`src/rtl/stepper_sequencer.sv`:
```
// ---------------------------------------------------------------------------
// stepper_sequencer
//   4-coil unipolar stepper sequencer with full-step / half-step drive and a
//   signed position count. Steps come either from a synchronised external
//   STEP/DIR pair or from an internal move-to-target generator that issues
//   one step every max(period,1) clocks.
//
// Ports
//   clk, rst_n      : clock, asynchronous active-low reset
//   ext_mode        : 1 = external STEP/DIR, 0 = internal target generator
//   ext_step        : async step input, rising edge = one step
//   ext_dir         : async direction, 1 = forward, 0 = reverse
//   half_step       : 1 = half-step, 0 = full-step (two-coil-on)
//   enable          : 0 = coils off, steps ignored, state held
//   period          : internal step interval in clocks (0 behaves as 1)
//   target          : signed destination, captured on target_load
//   target_load     : 1-cycle strobe
//   coils           : registered coil drive {D,C,B,A}
//   position        : signed step count (wraps silently)
//   busy            : internal move in progress
//   step_pulse      : 1-cycle strobe per applied step
//
// Internal move FSM
//   state  | meaning
//   S_IDLE | no internal move; divider held at 0
//   S_RUN  | stepping toward target_reg every max(period,1) enabled clocks
// ---------------------------------------------------------------------------
module stepper_sequencer #(
  parameter int POS_W = 16,
  parameter int DIV_W = 16
) (
  input  logic             clk,
  input  logic             rst_n,
  input  logic             ext_mode,
  input  logic             ext_step,
  input  logic             ext_dir,
  input  logic             half_step,
  input  logic             enable,
  input  logic [DIV_W-1:0] period,
  input  logic [POS_W-1:0] target,
  input  logic             target_load,
  output logic [3:0]       coils,
  output logic [POS_W-1:0] position,
  output logic             busy,
  output logic             step_pulse
);

  typedef enum logic {S_IDLE = 1'b0, S_RUN = 1'b1} state_t;

  state_t           state, state_nxt;
  logic [DIV_W-1:0] divider, divider_nxt, period_m1;
  logic [POS_W-1:0] target_reg, target_nxt, pos_nxt;
  logic [2:0]       phase, phase_nxt;
  logic             step_s1, step_s2, step_prev, dir_s1, dir_s2;
  logic             ext_req, int_req, int_fwd, step_do, step_fwd;
  logic [3:0]       coils_nxt;

  function automatic logic [3:0] phase_coils(input logic [2:0] ph);
    logic [3:0] c;
    case (ph)
      3'd0:    c = 4'b0001;
      3'd1:    c = 4'b0011;
      3'd2:    c = 4'b0010;
      3'd3:    c = 4'b0110;
      3'd4:    c = 4'b0100;
      3'd5:    c = 4'b1100;
      3'd6:    c = 4'b1000;
      3'd7:    c = 4'b1001;
      default: c = 4'b0000;
    endcase
    return c;
  endfunction

  // Step datapath: decide whether a step is applied this edge and where it goes.
  always_comb begin
    period_m1 = (period == '0) ? '0 : period - DIV_W'(1);
    int_fwd   = $signed(target_reg) > $signed(position);
    ext_req   = ext_mode & enable & step_s2 & ~step_prev;
    // >= rather than == so a period shortened mid-move cannot strand the divider
    int_req   = ~ext_mode & enable & (state == S_RUN) &
                (target_reg != position) & (divider >= period_m1);
    step_do   = ext_req | int_req;
    step_fwd  = ext_mode ? dir_s2 : int_fwd;
    pos_nxt   = position;
    phase_nxt = phase;
    if (step_do) begin
      pos_nxt = step_fwd ? position + POS_W'(1) : position - POS_W'(1);
      // full-step from an odd (two-coil) phase moves by 2; from an even phase by 1,
      // which realigns onto two-coil states after a half-step session
      if (!half_step && phase[0])
        phase_nxt = step_fwd ? phase + 3'd2 : phase - 3'd2;
      else
        phase_nxt = step_fwd ? phase + 3'd1 : phase - 3'd1;
    end
    coils_nxt = enable ? phase_coils(phase_nxt) : 4'b0000;
  end

  // Internal move FSM next-state.
  always_comb begin
    state_nxt   = state;
    divider_nxt = divider;
    target_nxt  = target_reg;
    if (ext_mode) begin
      // keep target_reg equal to position so leaving external mode never moves
      state_nxt   = S_IDLE;
      divider_nxt = '0;
      target_nxt  = pos_nxt;
    end else begin
      if (target_load) target_nxt = target;
      case (state)
        S_IDLE: begin
          if (target_reg != position) begin
            state_nxt   = S_RUN;
            divider_nxt = '0;
          end
        end
        S_RUN: begin
          if (target_reg == position) begin
            state_nxt   = S_IDLE;
            divider_nxt = '0;
          end else if (int_req) begin
            divider_nxt = '0;
            if (pos_nxt == target_reg) state_nxt = S_IDLE;
          end else if (enable) begin
            divider_nxt = divider + DIV_W'(1);
          end
        end
        default: state_nxt = S_IDLE;
      endcase
    end
  end

  always_ff @(posedge clk or negedge rst_n) begin
    if (!rst_n) begin
      step_s1    <= 1'b0;
      step_s2    <= 1'b0;
      step_prev  <= 1'b0;
      dir_s1     <= 1'b0;
      dir_s2     <= 1'b0;
      state      <= S_IDLE;
      divider    <= '0;
      target_reg <= '0;
      phase      <= 3'd0;
      position   <= '0;
      coils      <= 4'b0000;
      step_pulse <= 1'b0;
    end else begin
      step_s1    <= ext_step;
      step_s2    <= step_s1;
      step_prev  <= step_s2;
      dir_s1     <= ext_dir;
      dir_s2     <= dir_s1;
      state      <= state_nxt;
      divider    <= divider_nxt;
      target_reg <= target_nxt;
      phase      <= phase_nxt;
      position   <= pos_nxt;
      coils      <= coils_nxt;
      step_pulse <= step_do;
    end
  end

  assign busy = (state == S_RUN);

endmodule
```
`config.mk`:
```
export PLATFORM = sky130hd
export DESIGN_NAME = stepper_sequencer
export DESIGN_NICKNAME = d
export VERILOG_FILES = /design/src/rtl/stepper_sequencer.sv
export SDC_FILE = /design/constraint.sdc
export NUM_CORES = 1
export LEC_CHECK = 0
export ABC_CLOCK_PERIOD_IN_PS = 5160
export CELL_PAD_IN_SITES_DETAIL_PLACEMENT = 1
export CELL_PAD_IN_SITES_GLOBAL_PLACEMENT = 1
export CORE_ASPECT_RATIO = 1.25
export CORE_MARGIN = 1.5
export CORE_UTILIZATION = 39
export CTS_BUF_LIST = sky130_fd_sc_hd__clkbuf_16
export DETAILED_ROUTE_END_ITERATION = 12
export PLACE_DENSITY = 0.82
export SYNTH_ARGS = -nofsm -noshare
export SYNTH_HDL_FRONTEND = slang
export SYNTH_SLANG_ARGS = --single-unit
```
`constraint.sdc`:
```
create_clock -name clk -period 5.16 [get_ports clk]
set_clock_uncertainty 0.1 [all_clocks]
set_input_delay 1.032 -clock clk [delete_from_list [all_inputs] [get_ports clk]]
set_output_delay 1.032 -clock clk [all_outputs]
set_load 0.02 [all_outputs]
```
==> metrics <==
Unique masters post-synth=58; asr flop ratio synth=1.00; Synth Flop Type=dfrtp_1; CTS tree=built; die area=0.0130 sq mm; Worst path max stage delay=420 ps; Sw Ratio=0.466; DRT Wirelength=15800 um; pre-CTS WS=-490 ps; post-route setup slack=-17.0 ps; antenna violations before repair=0; area growth from synthesis to final layout=34.1%; synthesis-stage register bit count=62; IO Count=62; via/cell ratio=5.63; cells after synthesis=545; initial DRC count=125; largest net degree at the start of global routing=63; Min-Delay Endpoint=step_s2$_DFF_PN0_; clk sinks=62; starting density of the core=0.397; Worst EP required=5260 ps; nets=744; nature of the critical path endpoint=flop; Post-Synth XOR/XNOR Area=0.0802; layout cells sized above 1=0.161; Internal Power=2.06 mW; All-Layer GR Usage=0.237; Gate power share=0.646; HPWL Detailed=11100 um; Synth top area share=0.323; worst-case reg-to-reg path depth=19; main combinational cell family by area after synthesis=simple AND/OR/NAND/NOR gates; slew margin rel.=0.205; Peak VDD IR=0.248 mV; EDFF count, synth=0; R2R setup slack=230 ps; top cells by count, synth=dfrtp_1 (62), nand2_1 (54), ha_1 (49), o21ai_0 (49); most frequent cell after synthesis=dfrtp_1; num rows=45; final hold viol count=0; antenna viol nets, final=0; largest area contributor in the netlist=dfrtp_1; Mapped Area=0.00480 sq mm; Synth area leaders=dfrtp_1 (32%), ha_1 (13%), o21ai_0 (5.1%), xnor2_1 (5.1%), nand2_1 (4.2%); Psw=1.80 mW; M2 GR Usage=0.451; routed length per placed instance=19.2 um; failing checks=negative setup slack; Seq/Total Area, Yosys=0.323; Tightest Pin Transition=1190 ps; grt peak-use layer=met2; routing usage on met1=0.249; Root Buffer=clkbuf_16; post-layout minimum cycle time=5180 ps; worst-path cell chain=clkdlybuf4s50_1 > or3_1 > or2_2 > buf_4 > nor2_2 > xor2_1 > nand2_1 > ha_1 > and3_4 > a221oi_4 > a21boi_4 > a311oi_4 > o21ai_4 > inv_8 > buf_4 > nor3_2 > a31oi_1 > or2_4 > nor4_4 > a211oi_1; register area=0.00155 sq mm; leakage power=2.95 nW; CTS buffer count=9; Via Count=4630; Cell Count, Final, Fillers Out=822; Total Power=3.86 mW; worst-case clock buffer depth=2; status=finished with violations; Yosys warnings=0; DP Area=0.00587 sq mm; terminus of the critical flop-to-flop path=busy$_DFF_PN0_; adder-cell share of the synthesized area=0.136; critical path peak fanout=8; critical path data arrival time=5280 ps; Final Cycle Share=1.00; Die Y=127 um; hold crit path type=flop to flop; Worst Hold Path Cells=0; post-synthesis simple-gate area fraction=0.185; Hold Startpoint=step_s1$_DFF_PN0_; Clock power frac=0.158; met3 Track Usage GR=0.0295; DRC violations left=0; Slew Viols, Final=0; first-pass GRT wire length=24100 um; FF-to-FF Start=position[14]$_DFF_PN0_; Setup Crit Path Kind=primary input to flop; Final setup viols=1; Core Util, Final=0.532; cell class contributing the biggest share of worst-path delay=simple AND/OR/NAND/NOR gates; critical-path cell with the highest stage delay=clkdlybuf4s50_1; mux share of post-synthesis cell area=0.0534; mean post-synth cell area=8.82 sq um; iteration count of the initial detailed-routing pass=4; Synth Area in Compound Gates=0.180; cell mode on critical path=buf_4; clock latency on the worst-skew pair=330 ps; total gr overflow=0; area of the multi-input gates=0.00322 sq mm; Worst-path clk slew=60 ps; fillers=1413; number of diodes=0; Port Buf Inserts=61; sequential fraction of design power=0.196; number of global-route vias before repair=5024; Final Instance Area=0.00644 sq mm; Max Cap Viol=0; Synthesized Nets=636; core area=0.0121 sq mm; Buffers & Inverters on Critical Path=4; Die X=102 um; Hold Buf Count CTS=0; Final GP Congestion=0.820; H-tree depth=3; startpoint type of the worst setup path=primary input; Peak Freq=0.193 GHz; Post-Place Cells=793; Pwr per Cell Area=599 mW/mm^2
==> power by group through the flow <==
| stage | clock [mW] | sequential (mW) | combinational [mW] |
|---|---|---|---|
| after floorplan | 0 | 0.812 | 1.49 |
| after global placement | 0 | 0.749 | 2.22 |
| after detailed placement | 0 | 0.758 | 2.33 |
| after CTS | 0.616 | 0.754 | 2.40 |
| after global routing | 0.637 | 0.774 | 2.71 |
| final | 0.609 | 0.758 | 2.49 |
==> worst max-delay path by stage <==
stage / cells past startpoint / end / from
CTS: 18 / busy$_DFF_PN0_ / period[7]
global route: 20 / busy$_DFF_PN0_ / period[7]
global placement: 18 / busy$_DFF_PN0_ / period[7]
floorplan: 18 / busy$_DFF_PN0_ / position[14]$_DFF_PN0_
detailed placement: 18 / busy$_DFF_PN0_ / period[7]
finish: 20 / busy$_DFF_PN0_ / period[7]
==> stage by stage <==
stage                     hold WS [ps]  setup TNS [ps]
after floorplan                    231               0
after global placement             243            -715
after detailed placement           258           -5580
after CTS                          271               0
after global routing               269            -357
final                              273           -17.0
==> cell usage in the layout (no fill, tap or decap), drive strengths merged, types with 16 or more instances in the layout <==
cell	count
xor2	16
o21ai	50
mux2i	21
nor2b	16
nor2	36
ha	49
clkdlybuf4s50	57
dfrtp	62
buf	51
a21oi	27
inv	39
nand2	54
xnor2	28
==> timing repair <==
item / in CTS / in global routing
setup buffers: 0 / 13
setup endpoints to repair: 5 / 11
resized for setup: 6 / 35
cloned: 0 / 0
pin swaps: 1 / 12
==> final cells by class <==
class                           instances  share of cell area
Clock inverter                          7              0.0113
Clock buffer                            9              0.0350
Tap cell                              164              0.0319
Timing Repair Buffer                  112               0.159
Sequential cell                        62               0.241
Inverter                               37              0.0227
Multi-Input combinational cell        431               0.499
==> layer usage <==
metal,vias up,share of wire
met3,49,0.026
met5,-,0
met2,111,0.56
met1,2302,0.37
met4,0,0.044
li1,2168,-
==> cell families (layout without fill, tap and decap cells) <==
group | after synthesis | in the layout
fa+ha+maj | 51 | 51
xor+xnor | 44 | 44
compound gates | 135 | 135
buf+inv | 52 | 165
mux | 24 | 24
simple gates | 177 | 177
flops | 62 | 62
No activity file was read; power rests on OpenSTA's default activity.
